==> src/rtl/decode_pipe.sv <==
// RV32 decode stage: combinational decode at the input, decoded entries held in
// a small circular FIFO, head entry presented on the out_* ports.
module decode_pipe #(
  parameter int XLEN         = 32,
  parameter int BUF_DEPTH    = 2,
  parameter int SUPPORT_JUMP = 1
) (
  input  logic                       clk,
  input  logic                       rstn,
  input  logic                       flush,
  input  logic                       in_valid,
  output logic                       in_ready,
  input  logic [31:0]                in_instr,
  input  logic [XLEN-1:0]            in_pc,
  output logic                       out_valid,
  input  logic                       out_ready,
  output logic [XLEN-1:0]            out_pc,
  output logic [6:0]                 out_opcode,
  output logic [2:0]                 out_funct3,
  output logic [6:0]                 out_funct7,
  output logic [4:0]                 out_rs1,
  output logic [4:0]                 out_rs2,
  output logic [4:0]                 out_rd,
  output logic [XLEN-1:0]            out_imm,
  output logic [7:0]                 out_ctrl,
  output logic [1:0]                 out_alu_op,
  output logic [1:0]                 out_lw_sw,
  output logic [$clog2(BUF_DEPTH):0] count
);

  localparam int            AW      = $clog2(BUF_DEPTH);
  localparam logic [AW:0]   DEPTH_C = (AW+1)'(BUF_DEPTH);
  localparam bit            JUMP_EN = (SUPPORT_JUMP != 0);

  localparam logic [6:0] OPC_R      = 7'b0110011;
  localparam logic [6:0] OPC_IALU   = 7'b0010011;
  localparam logic [6:0] OPC_LOAD   = 7'b0000011;
  localparam logic [6:0] OPC_STORE  = 7'b0100011;
  localparam logic [6:0] OPC_BRANCH = 7'b1100011;
  localparam logic [6:0] OPC_LUI    = 7'b0110111;
  localparam logic [6:0] OPC_AUIPC  = 7'b0010111;
  localparam logic [6:0] OPC_JAL    = 7'b1101111;
  localparam logic [6:0] OPC_JALR   = 7'b1100111;
  localparam logic [7:0] CTRL_ILL   = 8'b0000_0001;

  typedef struct packed {
    logic [XLEN-1:0] pc;
    logic [31:0]     instr;
    logic [XLEN-1:0] imm;
    logic [7:0]      ctrl;
    logic [1:0]      alu_op;
    logic [1:0]      lw_sw;
  } entry_t;

  entry_t        dec;
  entry_t        head;
  entry_t        mem_q [BUF_DEPTH];
  entry_t        mem_d [BUF_DEPTH];
  logic [AW-1:0] wptr_q, wptr_d;
  logic [AW-1:0] rptr_q, rptr_d;
  logic [AW:0]   count_q, count_d;
  logic [31:0]   imm_i, imm_s, imm_b, imm_u, imm_j;
  logic          push, pop;

  // Decode the incoming word into a complete FIFO entry
  always_comb begin
    imm_i = {{20{in_instr[31]}}, in_instr[31:20]};
    imm_s = {{20{in_instr[31]}}, in_instr[31:25], in_instr[11:7]};
    imm_b = {{19{in_instr[31]}}, in_instr[31], in_instr[7], in_instr[30:25], in_instr[11:8], 1'b0};
    imm_u = {in_instr[31:12], 12'b0};
    imm_j = {{11{in_instr[31]}}, in_instr[31], in_instr[19:12], in_instr[20], in_instr[30:21], 1'b0};
    dec        = '0;
    dec.pc     = in_pc;
    dec.instr  = in_instr;
    dec.ctrl   = CTRL_ILL;
    // Every legal opcode ends in 2'b11, so a full 7-bit match also covers the
    // instr[1:0] legality test; unmatched words fall through as illegal.
    case (in_instr[6:0])
      OPC_R:      begin dec.ctrl = 8'h80; dec.alu_op = 2'b10; end
      OPC_IALU:   begin dec.ctrl = 8'hC0; dec.alu_op = 2'b10; dec.imm = XLEN'($signed(imm_i)); end
      OPC_LOAD:   begin dec.ctrl = 8'hD4; dec.lw_sw = 2'b10; dec.imm = XLEN'($signed(imm_i)); end
      OPC_STORE:  begin dec.ctrl = 8'h48; dec.lw_sw = 2'b01; dec.imm = XLEN'($signed(imm_s)); end
      OPC_BRANCH: begin dec.ctrl = 8'h20; dec.alu_op = 2'b01; dec.imm = XLEN'($signed(imm_b)); end
      OPC_LUI, OPC_AUIPC: begin
        if (JUMP_EN) begin dec.ctrl = 8'hC0; dec.alu_op = 2'b11; dec.imm = XLEN'($signed(imm_u)); end
      end
      OPC_JAL: begin
        if (JUMP_EN) begin dec.ctrl = 8'h82; dec.imm = XLEN'($signed(imm_j)); end
      end
      OPC_JALR: begin
        if (JUMP_EN) begin dec.ctrl = 8'hC2; dec.imm = XLEN'($signed(imm_i)); end
      end
      default: ;
    endcase
  end

  assign in_ready  = (count_q < DEPTH_C) & ~flush;
  assign out_valid = (count_q != '0);
  assign push      = in_valid & in_ready;
  assign pop       = out_valid & out_ready & ~flush;

  // FIFO next state: flush overrides both push and pop
  always_comb begin
    mem_d   = mem_q;
    wptr_d  = wptr_q;
    rptr_d  = rptr_q;
    count_d = count_q;
    if (flush) begin
      wptr_d  = '0;
      rptr_d  = '0;
      count_d = '0;
    end else begin
      if (push) begin
        mem_d[wptr_q] = dec;
        wptr_d        = wptr_q + AW'(1);
      end
      if (pop) begin
        rptr_d = rptr_q + AW'(1);
      end
      case ({push, pop})
        2'b10:   count_d = count_q + (AW+1)'(1);
        2'b01:   count_d = count_q - (AW+1)'(1);
        default: count_d = count_q;
      endcase
    end
  end

  // State registers; storage is cleared too so the head reads zero in reset
  always_ff @(posedge clk or negedge rstn) begin
    if (!rstn) begin
      mem_q   <= '{default: '0};
      wptr_q  <= '0;
      rptr_q  <= '0;
      count_q <= '0;
    end else begin
      mem_q   <= mem_d;
      wptr_q  <= wptr_d;
      rptr_q  <= rptr_d;
      count_q <= count_d;
    end
  end

  assign head       = mem_q[rptr_q];
  assign out_pc     = head.pc;
  assign out_opcode = head.instr[6:0];
  assign out_funct3 = head.instr[14:12];
  assign out_funct7 = head.instr[31:25];
  assign out_rs1    = head.instr[19:15];
  assign out_rs2    = head.instr[24:20];
  assign out_rd     = head.instr[11:7];
  assign out_imm    = head.imm;
  assign out_ctrl   = head.ctrl;
  assign out_alu_op = head.alu_op;
  assign out_lw_sw  = head.lw_sw;
  assign count      = count_q;

endmodule

==> config.mk <==
export PLATFORM = sky130hd
export DESIGN_NAME = decode_pipe
export DESIGN_NICKNAME = d
export VERILOG_FILES = /design/src/rtl/decode_pipe.sv
export SDC_FILE = /design/constraint.sdc
export NUM_CORES = 1
export LEC_CHECK = 0
export CAP_MARGIN = 20
export CORE_MARGIN = 1.5
export CORE_UTILIZATION = 53
export CTS_CLUSTER_SIZE = 28
export DETAILED_ROUTE_END_ITERATION = 10
export PLACE_DENSITY = 0.81
export SYNTH_ARGS = -nofsm -noshare
export SYNTH_HDL_FRONTEND = slang
export SYNTH_SLANG_ARGS = --single-unit
==> constraint.sdc <==
create_clock -name clk -period 2.5 [get_ports clk]
set_input_delay 0.75 -clock clk [delete_from_list [all_inputs] [get_ports clk]]
set_output_delay 0.75 -clock clk [all_outputs]
set_load 0.02 [all_outputs]
==> reports/results.tsv <==
metric	value	unit
worst-setup-path-type	reg -> out	
io_pins	181	
clock.fmax	384	MHz
dpl_cell_area	12200	µm²
setup_tns	-3800	ps
drc	20	
grt_pass1_wl	41.7	mm
multi_input_area	4110	µm²
antenna_found_initial	1	
critical_path_arrival	1850	ps
setup_ws	-103	ps
dieArea	19400	µm²
period_share	1.04	
period_minus_slack	2600	ps
clk_latency	500	ps
clk_pin_slew	60	ps
synthesis.nets	1082	
die_h	139	µm
nFillCells	1348	
async_flop_share	1.00	
track_usage	0.265	
synth_warnings	0	
cts_sinks	218	
yosysTopAreaCell	dfrtp_1	
p_per_area	816	nW/µm²
yosysSeqAreaShare	0.554	
synth-edff-count	0	
dr.pass1.iters	8	
seq_area	5460	µm²
syn_inst	1013	
m1WireLength	11.0	mm
critical_path_required	1750	ps
layout-drive-gt1-share	0.267	
die_w	139	µm
post-place-cells	1406	
setup_violations	96	
wl_met3	1.50	mm
gp_congestion	0.944	
final_max_slew_viol_count	0	
yosys.area.top_type_share	0.554	
drt-initial-drc-count	513	
cp_max_fo	13	
top_layer	met4	
routedWlPerCell	17.6	µm
hold_viol	0	
ys_top_cells_by_area	dfrtp_1 (55%), nand2_1 (17%), mux2_2 (12%)	
grt-ovfl-total	0	
htreeDepth	1	
cts_buffers	23	
worstSetupEndpointType	output pin	
final_cell_mix	nand2_1 (457), dfrtp_1 (217), mux2_2 (101)	
yosys_most_used_dff	dfrtp_1	
root_buffer	clkbuf_16	
start_kind	register	
max-cap-violations	0	
clk_path_buf_depth	3	
antenna_left	0	
synth-seq-cells	218	
wl_met2	12.6	mm
grt_max_degree	73	
numPortBuffers	180	
p_leak	6.52	nW
finClkSkew	6.39	ps
total_power	10.6	mW
slew_headroom	0.686	
core_area	18100	µm²
post-dp-hpwl	16.6	mm
grt_pass1_vias	8027	
final_nets	1282	
vdd_drop_max	0.000519	V
viasPerCell	5.47	
violations	design-rule violations, negative setup slack	
std_cell_rows	49	
final_common_cell	nand2_1	
status	finished, violations left	
worstMarginPinSlew	472	ps
start_util	0.545	
rsz0062_at_grt	yes	
min_path_type	in -> async	
synth.distinct_cells	50	
final_cell_area	12900	µm²
num_vias	7988	
syn2layout_area_growth	31.3	%
synth.cell_area	9850	µm²
wl	25.7	mm
cts_tree	yes	
synth.avg_cell_area	9.73	µm²
final-instance-count-excl-fill	1459	
## state kept, by name, indices dropped and copies added (netlist names)
| signal | cells |
|---|---|
| mem_q | 214 |
| count | 2 |
| rptr_q | 1 |
| wptr_q | 1 |
## worst max-delay path, cell delays in order, from the launching register on
cell and delay [ps]:
dfrtp_4 480, buf_8 180, mux2_2 370, dlygate4sd2_1 330
## synth_stat cells (all sizes together), types with 2 or more instances
library cell	count
nand2	457
and3	2
o211a	2
a21o	4
dfrtp	218
o32ai	2
buf	34
o211ai	23
nand3b	2
or2	3
a22oi	4
clkbuf	33
a221o	16
o31ai	2
mux2	108
inv	4
o21ai	39
nand3	5
nor3	4
nor2	14
nand2b	3
nor2b	3
a21oi	17
## final timing paths
kind                            start           to  slack [ps]  cells after the start
setup / recovery               rptr_q  out_imm[14]        -100                      3
hold / removal                   rstn    mem_q[52]         210                      1
setup reg to reg             count[1]   mem_q[139]         700                      6
hold reg to reg            mem_q[210]   mem_q[210]         470                      2
max in group asynchronous        rstn   mem_q[108]        1660                      2
min in group clk           mem_q[210]   mem_q[210]         470                      2
## cell type report
type,count,area share
sequential,218,0.422
multi-input combinational,724,0.318
timing repair buffer,242,0.175
clock buffer,34,0.0531
tap,229,0.0222
clock inverter,7,0.00851
inverter,4,0.00116
antenna,1,0.000193
## repair_timing
action / CTS / global route
hold buffers: 0 / 0
endpoints found under the setup margin: 110 / 108
resized for setup: 443 / 36
buffers inserted: 6 / 0
gates cloned: 2 / 3
## per-stage QoR
| step | worst slack (ps) | utilization | hold slack (ps) |
|---|---|---|---|
| 2_1_floorplan | 260 | - | 440 |
| 4_1_cts | -149 | 0.706 | 219 |
| 6_report | -103 | 0.715 | 209 |
| 3_5_place_dp | -185 | 0.676 | 457 |
| 5_1_grt | -137 | 0.715 | 231 |
| 3_3_place_gp | -187 | 0.676 | 452 |
## report_power, final
part	switching (mW)	total, mW	internal, mW
Combinational	1.37	2.50	1.13
Clock	1.36	3.56	2.20
Sequential	0.333	4.50	4.16
Total	3.06	10.6	7.50
## cell families after synthesis
kind of cell	count (synthesis)	share of synthesized area
buf+inv	71	0.0329
xor+xnor	2	0.00178
flops	218	0.554
simple gates	501	0.204
compound gates	113	0.0834
mux	108	0.124
## routing by layer
metal | GRT usage | vias to the layer above
met5 | 0 | -
met4 | 0.0795 | 0
met3 | 0.0334 | 45
met2 | 0.437 | 258
met1 | 0.370 | 3933
li1 | - | 3752
No activity file was read; power rests on OpenSTA's default activity.
==> variant: new RTL, config.mk and constraints unchanged <==
`SUPPORT_JUMP`: 1 -> 0.
--- a/src/rtl/decode_pipe.sv
+++ b/src/rtl/decode_pipe.sv
@@ -3,7 +3,7 @@
 module decode_pipe #(
   parameter int XLEN         = 32,
   parameter int BUF_DEPTH    = 2,
-  parameter int SUPPORT_JUMP = 1
+  parameter int SUPPORT_JUMP = 0
 ) (
   input  logic                       clk,
   input  logic                       rstn,
Behaviour: not the same (Yosys sat finds a counterexample within 4 cycles, from zero or initial values and one cycle with rstn low).
==> variant against the unedited design <==
  * Sequential cell count fell by 40
  * Clock power is 28% lower
  * Sequential share of layout area up 0.68 points
  * Die area down 18%
  * Cell count fell by 16%
  * Utilization is 0.78 points lower
  * Synthesized cell count is 15% lower
  * Design area down 20%
  * Worst setup slack improved by 0.11 ns
  * Clock skew up 0.0020 ns
  * Power decreased by 22%
  * Register-to-register slack better by 0.03 ns
  * Area after synthesis is 18% lower
  * Routed wire length decreased by 24%
  * Largest power group unchanged
==> variant: results (changes against the unedited design) <==
{| class="wikitable"
! Metric !! Value
|-
| Fraction of the mapped netlist area in compound gates || 3.79% (was 8.34%)
|-
| Routed met1 length || 8660 um (was 11000 um)
|-
| Number of flip-flops under the largest register name || 174 (was 214)
|-
| Result of the run || completed (was finished with violations)
|-
| Transition time at the pin with the least slew margin || 0.541 ns (was 0.472 ns)
|-
| Global-route usage over all layers || 25.5% (was 26.5%)
|-
| Met3 layer usage reported by global route || 6.66% (was 3.34%)
|-
| Total vias in the final route || 6332 (was 7988)
|-
| Fin worst setup slack || 0.00381 ns (was -0.103 ns)
|-
| Number of fill cells || 1128 (was 1348)
|-
| Met1 track demand over resource || 33.8% (was 37.0%)
|-
| Antenna fix cells || 0 (was 1)
|-
| Number of cells upsized or downsized after cts || 362 (was 443)
|-
| Peak VDD IR || 0.480 mV (was 0.519 mV)
|-
| Static leakage || 0.00542 uW (was 0.00652 uW)
|-
| Drt first-iter violations || 331 (was 513)
|-
| TritonCTS Buffers || 17 (was 23)
|-
| Multiplexer area fraction after synthesis || 12.4% (about the same)
|-
| Reg2Reg Depth || 4 (was 6)
|-
| Met3 wire len || 1130 um (was 1500 um)
|-
| Post-CTS Repair Setup Buffers || 3 (was 6)
|-
| Area of all placed cells without fillers || 10400 um^2 (was 12900 um^2)
|-
| RR Endpoint || mem_q[116] (was mem_q[139])
|-
| Post-synthesis net count || 931 (was 1082)
|-
| Total placed cells including tap cells || 1189 (was 1406)
|-
| Portion of the post-synthesis area used by sequential elements || 55.1% (was 55.4%)
|-
| Maximum number of pins on one net before global-route repair || 57 (was 73)
|-
| Xor-xnor portion of the synthesized cell area || 0.325% (was 0.178%)
|-
| Worst clock skew on the final layout || 0.00837 ns (was 0.00639 ns)
|-
| Critical path fanouts, max || 10 (was 13)
|-
| Number of nets in the final layout || 1098 (was 1282)
|-
| Fraction of layout cells with a size suffix above 1 || 25.1% (was 26.7%)
|-
| Netlist cell types || 36 (was 50)
|}
[variant: changes by cell type in the layout (fill, tap and decap cells not counted), sizes merged, moves of 5 or more]
cell / change
dlygate4sd2: -8
nand2: -38
clkbuf: -11
a21o: +5
o211ai: -23
nor2: -8
mux2: -19
a221o: -16
a21oi: -15
clkdlybuf4s15: +16
buf: -26
dfrtp: -40
[variant: final cells by class]
type,count,share of cell area [%]
clock inverters,9,0.770
inverters,1,0.0361
flip-flops and latches,178,42.9
clock buffers,23,4.69
well taps,184,2.21
multi-input cells,607,31.2
repair buffers,224,18.2
[variant: power by group]
| group | switching (uW) | leakage (uW) | total, uW | internal, uW |
|---|---|---|---|---|
| sequential | 290 | 0.00228 | 3720 | 3430 |
| combinational | 1110 | 0.00287 | 1980 | 871 |
| clock | 1080 | 0.000271 | 2550 | 1470 |
| total | 2470 | 0.00542 | 8250 | 5780 |
